==> src/rtl/keypad_scan_debounce.sv <==
// keypad_scan_debounce: scans a 4x4 PmodKYPD, debounces one key and emits its hex code with a one-cycle strobe.
// Latency: up to 2 (row sync) + one scan period + debounce count cycles from a stable press to key_valid.
// No backpressure: key_valid is a single-cycle pulse and key_code holds until the next one. Macro KEYPAD_REPEAT_EN adds auto-repeat.
module keypad_scan_debounce #(
   parameter int unsigned CLK_FREQ    = 100_000_000,
   parameter int unsigned SCAN_US     = 1000,
   parameter int unsigned DEBOUNCE_MS = 10,
   parameter int unsigned REPEAT_MS   = 250
) (
   input  logic       clk,
   input  logic       rst,
   input  logic [3:0] row,
   output logic [3:0] col,
   output logic [3:0] key_code,
   output logic       key_valid,
   output logic       key_held
);

   // Cycle counts are formed in 64 bits because ms * Hz overflows 32 bits.
   localparam logic [63:0] SCAN_CYC  = 64'(SCAN_US) * 64'(CLK_FREQ) / 64'd1_000_000;
   localparam logic [31:0] SCAN_LAST = 32'(SCAN_CYC - 64'd1);
   localparam logic [63:0] DEB_CYC   = 64'(DEBOUNCE_MS) * 64'(CLK_FREQ) / 64'd1000;
   localparam logic [31:0] DEB_LAST  = 32'(DEB_CYC - 64'd1);

   // Key legend indexed by {column index, row index}; index 0 is the MSB-low line.
   localparam logic [3:0] KEYMAP [16] = '{4'h1, 4'h4, 4'h7, 4'h0,
                                          4'h2, 4'h5, 4'h8, 4'hF,
                                          4'h3, 4'h6, 4'h9, 4'hE,
                                          4'hA, 4'hB, 4'hC, 4'hD};

   typedef enum logic [1:0] {SCAN, DEB_PRESS, HELD, DEB_REL} state_t;

   state_t      st, st_nxt;
   logic [31:0] cnt, cnt_nxt;
   logic [3:0]  row_meta, row_sync;
   logic [3:0]  smp, smp_nxt;
   logic [3:0]  col_nxt, code_nxt;
   logic        vld_nxt, held_nxt;

`ifdef KEYPAD_REPEAT_EN
   localparam logic [63:0] REP_CYC  = 64'(REPEAT_MS) * 64'(CLK_FREQ) / 64'd1000;
   localparam logic [31:0] REP_LAST = 32'(REP_CYC - 64'd1);
   logic [31:0] rcnt, rcnt_nxt;
`else
   // REPEAT_MS has no effect in this build; no repeat hardware exists.
   if (REPEAT_MS == 0) begin : g_repeat_ignored
   end
`endif

   // Line index of the single low bit (0 = bit 3 low).
   function automatic logic [1:0] idx_of(input logic [3:0] v);
      case (v)
         4'b1011: return 2'd1;
         4'b1101: return 2'd2;
         4'b1110: return 2'd3;
         default: return 2'd0;
      endcase
   endfunction

   // True when exactly one row is low, i.e. the press is unambiguous.
   function automatic logic one_low(input logic [3:0] v);
      return (v == 4'b0111) || (v == 4'b1011) || (v == 4'b1101) || (v == 4'b1110);
   endfunction

   // All flops, including the row synchroniser, share one asynchronous reset.
   always_ff @(posedge clk or negedge rst) begin
      if (!rst) begin
         row_meta  <= 4'hF;
         row_sync  <= 4'hF;
         st        <= SCAN;
         cnt       <= '0;
         smp       <= 4'hF;
         col       <= 4'b0111;
         key_code  <= 4'h0;
         key_valid <= 1'b0;
         key_held  <= 1'b0;
`ifdef KEYPAD_REPEAT_EN
         rcnt      <= '0;
`endif
      end else begin
         row_meta  <= row;
         row_sync  <= row_meta;
         st        <= st_nxt;
         cnt       <= cnt_nxt;
         smp       <= smp_nxt;
         col       <= col_nxt;
         key_code  <= code_nxt;
         key_valid <= vld_nxt;
         key_held  <= held_nxt;
`ifdef KEYPAD_REPEAT_EN
         rcnt      <= rcnt_nxt;
`endif
      end
   end

   // Scan / debounce sequencing; every state change clears the dwell counter.
   always_comb begin
      st_nxt   = st;
      cnt_nxt  = cnt + 32'd1;
      smp_nxt  = smp;
      col_nxt  = col;
      code_nxt = key_code;
      vld_nxt  = 1'b0;
      held_nxt = key_held;
`ifdef KEYPAD_REPEAT_EN
      rcnt_nxt = rcnt + 32'd1;
`endif
      case (st)
         SCAN: begin
            if (cnt == SCAN_LAST) begin
               cnt_nxt = '0;
               if (row_sync != 4'hF) begin
                  st_nxt  = DEB_PRESS;
                  smp_nxt = row_sync;
               end else begin
                  col_nxt = {col[0], col[3:1]};
               end
            end
         end
         DEB_PRESS: begin
            // Ambiguous, changed or released pattern: give up and move on to the next column.
            if (!one_low(smp) || row_sync != smp) begin
               st_nxt  = SCAN;
               cnt_nxt = '0;
               col_nxt = {col[0], col[3:1]};
            end else if (cnt == DEB_LAST) begin
               st_nxt   = HELD;
               cnt_nxt  = '0;
               code_nxt = KEYMAP[{idx_of(col), idx_of(smp)}];
               vld_nxt  = 1'b1;
               held_nxt = 1'b1;
`ifdef KEYPAD_REPEAT_EN
               rcnt_nxt = '0;
`endif
            end
         end
         HELD: begin
            if (row_sync == 4'hF) begin
               st_nxt  = DEB_REL;
               cnt_nxt = '0;
            end
`ifdef KEYPAD_REPEAT_EN
            else if (rcnt == REP_LAST) begin
               vld_nxt  = 1'b1;
               rcnt_nxt = '0;
            end
`endif
         end
         DEB_REL: begin
            if (row_sync != 4'hF) begin
               st_nxt  = HELD;
               cnt_nxt = '0;
`ifdef KEYPAD_REPEAT_EN
               rcnt_nxt = '0;
`endif
            end else if (cnt == DEB_LAST) begin
               st_nxt   = SCAN;
               cnt_nxt  = '0;
               held_nxt = 1'b0;
               col_nxt  = {col[0], col[3:1]};
            end
         end
      endcase
   end

endmodule

==> config.mk <==
export PLATFORM = sky130hd
export DESIGN_NAME = keypad_scan_debounce
export DESIGN_NICKNAME = d
export VERILOG_FILES = /design/src/rtl/keypad_scan_debounce.sv
export SDC_FILE = /design/constraint.sdc
export NUM_CORES = 1
export LEC_CHECK = 0
export CAP_MARGIN = 20
export CORE_MARGIN = 2
export CORE_UTILIZATION = 65
export CTS_BUF_LIST = sky130_fd_sc_hd__clkbuf_8
export DETAILED_ROUTE_END_ITERATION = 10
export PLACE_DENSITY = 0.95
export SLEW_MARGIN = 0
export SYNTH_ARGS = -nofsm -noshare
export SYNTH_HDL_FRONTEND = slang
export SYNTH_SLANG_ARGS = --single-unit
==> constraint.sdc <==
create_clock -name clk -period 6.24 [get_ports clk]
set_input_delay 1.248 -clock clk [delete_from_list [all_inputs] [get_ports clk]]
set_output_delay 1.248 -clock clk [all_outputs]
set_load 0.02 [all_outputs]
# Word-level counts from Yosys, hierarchy flattened
# Memories as Yosys holds them, arrays and structs flattened. A register that Yosys moved wholly into a read port is not among the register bits.
# Index checks and enable logic that the tools add are counted.
[classes]
n_addsub = 1
n_eq_ne = 26
muxes = 36
n_bitwise = 2
reduce_logical = 14
[op_table]
columns = ["op", "count"]
rows = [
  ["2-to-1 mux 32 bit", 5],
  ["one-hot mux 32 bit (4 select lines)", 1],
  ["adder 32 x 1 -> 32 bit (second input constant)", 1],
  ["equality test 32 x 17 -> 1 bit (second input constant)", 1],
  ["equality test 32 x 20 -> 1 bit (second input constant)", 1],
  ["equality test 4 bit (second input constant)", 7],
  ["2-to-1 mux 2 bit", 13],
  ["2-to-1 mux 4 bit", 5],
  ["!= test 2 bit (second input constant)", 9],
  ["one-hot mux 2 bit (3 select lines)", 2],
  ["one-hot mux 4 bit (3 select lines)", 1],
  ["AND reduction 5 bit", 2],
  ["one-hot mux 2 bit (4 select lines)", 1],
  ["2-to-1 mux 1 bit", 7],
  ["!= test 3 bit (second input constant)", 2],
  ["AND reduction 3 bit", 2],
  ["AND reduction 6 bit", 1],
  ["NOT 4 -> 5 bit", 1],
  ["equality test 2 bit (second input constant)", 2],
  ["equality test 4 x 3 -> 1 bit (second input constant)", 1],
  ["logical OR 1 bit", 4],
  ["!= test 4 bit", 1],
  ["!= test 4 bit (second input constant)", 1],
  ["nonzero test 3 bit", 1],
  ["other kinds (6)", 7],
]
[word_totals]
register_bits = 52
mem_bits_ro = 64
inputBits = 6
out_inout_bits = 10
wordCells = 88
memories = 1
[mem_list]
columns = ["memory", "words", "word_bits", "read_ports", "rd_clocked_by_memory_dff", "write_ports", "line_no", "source"]
rows = [
  ["(no name shown)", 16, 4, 1, 1, 0, "129", "code_nxt = KEYMAP[{idx_of(col), idx_of(smp)}];"],
]

# Depth between registers and ports, before layout
[depth]
ltp_word = 9
mapped_depth = 7
depth_no_buf = 7

# Worst setup path after synthesis
# No wires, ideal clock.
[synth_path]
path_kind = "register -> register"
from = "register cnt[6]"
to = "register col[3]"
setup_time_ps = 128
arrival_time_ps = 2154
required_time_ps = 6112
path_slack_ps = 3959
path_stages_with_launch = 6
n_path_buf = 0
synth_period_minus_slack_ps = 2281
cell_sequence = "dfrtp_1 > or4_4 > nor4_4 > a31oi_1 > a211oi_2 > mux2_1"
[synth_via]
elab_chain_len = 3
elab_cells_between_ends = 5
cone_classes = "eq/ne: 4; reduce/logical: 1"
[synth_lines]
columns = ["item", "line_no", "source"]
rows = [
  ["from (decl)", "34", "logic [31:0] cnt, cnt_nxt;"],
  ["from (signal assigned)", "84", "cnt <= cnt_nxt;"],
  ["equality test 32 x 20 -> 1 bit / equality test 32 x 17 -> 1 bit (equally long branches)", "156, 110", ""],
  ["!= test 2 bit (no line)", "n/a", ""],
  ["AND reduction 6 bit (no line) *", "n/a", ""],
  ["to (signal assigned)", "86", "col <= col_nxt;"],
  ["to (decl)", "13", "output logic [3:0] col,"],
]
# Mark *: on every way between the ends. The rest lies on a longest branch, timed or not.
# A chain may end at the register's enable or synchronous reset.

# Worst setup path after layout
[layout_path]
from = "register col[1]"
to = "output col[1]"
# No word-level cell between the ends.

==> run metrics <==
status finished clean; register area share after synthesis 47.41%; deepest clock path buffer count 2; Crit. End Element output port; period utilization 45.06%; Clock Latency Late Sink 320 ps; Yosys top cell by area dfrtp_1; critical-path cell list clkdlybuf4s50_1; clk slew on worst S/H paths 100 ps; CP bufs+invs 1; Routed Antenna Nets 0; clock net sink count 56; routed length per instance 17.57 um; postcts setup bufs 0; Vias per Instance 6.517; Synthesized Nets 289; Non-Filler Instances 346; Main synth FF type dfrtp_1; top cell type's share of synthesized area 34.25%; synthesized flop and latch total 56; Slew Limit Headroom 37.10%; EDFF count, synth 0; Worst Path Required 4990 ps; boundary pin count 16; maxcap violations 0; initial antenna violation count 0; Max Fclk 355.7 MHz; endpoints failing hold 0; first-pass GRT wire length 10450 um; area grow syn2layout 10.57%; FP Rows 24; Max IR drop VDD 0.2179 mV; # diodes 0; # setup viols final 0; worst path arrival time 1560 ps; DP HPWL 4125 um; DRC Markers 0; crit path time final 2812 ps; die width 71.89 um; Starting Density 68.32%; Clock Skews 8.345 ps; asr flop ratio synth 100.0%; CTS Buf Count 5; ranking of synthesized cells by area dfrtp_1 (34%), dfstp_2 (13%), xor2_1 (9.1%); RSZ-0062 raised after global routing no; die height 71.89 um; drt initial violations 134; Slew @ Worst Pin 935.7 ps; vias in the first global route 2142; most used cells in the layout excluding fill and tap cells dfrtp_1 (41), a21oi_1 (34), xor2_1 (31); global route total overflow 0; Setup TNS 0 ps; Clock Tree Root clkbuf_8; die area 5167 sq um; Syn Area/Cell 10.70 sq um; Setup Crit Path Kind flop to output port; Max Fanout on Critical Path 8; worst hold margin 361.9 ps; Final Max Slew Viols 0; slowest CP cell clkdlybuf4s50_1; pwr dens 188.4 nW/um^2; global-route usage over all layers 26.18%; Mapped Area 2995 sq um; final wirelength 6080 um; most common cell after layout, fill and taps aside dfrtp_1; dpl cells 337; unique cell type count in the Yosys netlist 48; TritonRoute pass-1 iters 4; layout cells sized above 1 16.67%; startpoint class of the critical path flop; synthesized instance count 280; yosys warns 0; CTS hold repair buffers 0; Post-CTS Resized 0; via count of the routed design 2255; slowest stage delay, CP 630 ps; pin count of the biggest net entering global routing 33; CP top delay family buffers and inverters; CORE AREA 4384 sq um; worst min-delay path class flop to flop; Total Power 0.6241 mW; CTS tree built; Routability Congestion 0.8351; Nets 302; # H-tree levels 2; port bufs 15; Leak Pwr 1.371 nW
==> synth_stat cells, types with 4 or more instances <==
cell type / n
a21oi_1: 34
and3_1: 4
and4_1: 4
clkbuf_1: 9
dfrtp_1: 41
dfstp_2: 15
inv_1: 6
mux2_1: 4
mux2_2: 8
nand2_1: 12
nand3_1: 17
nand4_1: 20
nor4_1: 6
o21ai_0: 4
xnor2_1: 11
xor2_1: 31
==> state kept, by name, summed over array words and instances, names as in the netlist <==
| signal | count |
|---|---|
| key_held | 1 |
| smp | 4 |
| row_sync | 4 |
| row_meta | 4 |
| cnt | 32 |
| key_valid | 1 |
| key_code | 4 |
| col | 4 |
| st | 2 |
==> through the flow <==
step,setup WS [ps],instance area (sq um),util [%]
5_1_grt,3374,3312,75.54
6_report,3428,3312,75.54
4_1_cts,3418,3301,75.29
3_5_place_dp,3612,3186,72.66
3_3_place_gp,3734,3186,72.66
2_1_floorplan,3959,2995,-
==> area by class of cell <==
cell class	instances	area [sq um]
repair buffers	18	171.4
clock buffers	5	68.82
clock inverters	3	46.29
multi-input cells	206	1518
inverters	6	22.52
well taps	52	65.06
fillers	251	1072
flip-flops and latches	56	1420
==> path summary, 6_finish.rpt <==
| path | from | endpoint | slack [ps] | cells past startpoint |
|---|---|---|---|---|
| max in group asynchronous | rst | row_sync[2] | 4510 | 2 |
| min in group asynchronous | rst | key_code[0] | 910 | 1 |
| max reg2reg | cnt[14] | col[3] | 3680 | 5 |
| min reg2reg | row_meta[2] | row_sync[2] | 360 | 0 |
| max | col[1] | col[1] | 3430 | 1 |
| min | row_meta[2] | row_sync[2] | 360 | 0 |
==> metal layers <==
layer | global-route usage, % | vias up | share of wire [%]
li1 | - | 1053 | -
met1 | 36.04 | 1113 | 44
met2 | 42.18 | 78 | 49
met3 | 4.923 | 11 | 4.7
met4 | 8.805 | 0 | 1.6
met5 | 0 | - | 0
==> worst register-to-register path: stages, from the launching register on <==
cell and delay (ps):
dfrtp_1 620, or4bb_1 450, nor4_1 450, nand3_1 180, a211oi_2 390, mux2_1 370
==> cells by family after synthesis <==
group / Yosys count / share of synthesized area [%]
XOR/XNOR: 42 / 12.28
AO/OA/AOI/OAI: 50 / 9.649
buffers and inverters: 18 / 2.381
AND/OR/NAND/NOR: 98 / 21.76
flip-flops: 56 / 47.41
multiplexers: 13 / 5.263
adder cells (fa/ha/maj): 3 / 1.253
==> report_power, final <==
group	internal [mW]	leakage [nW]	total, mW	switching [mW]
Combinational	0.00406	0.601	0.0123	0.00825
Clock	0.121	0.0548	0.242	0.121
Sequential	0.368	0.715	0.370	0.00217
Total	0.493	1.37	0.624	0.131
Power figures use the tool's default switching activity.
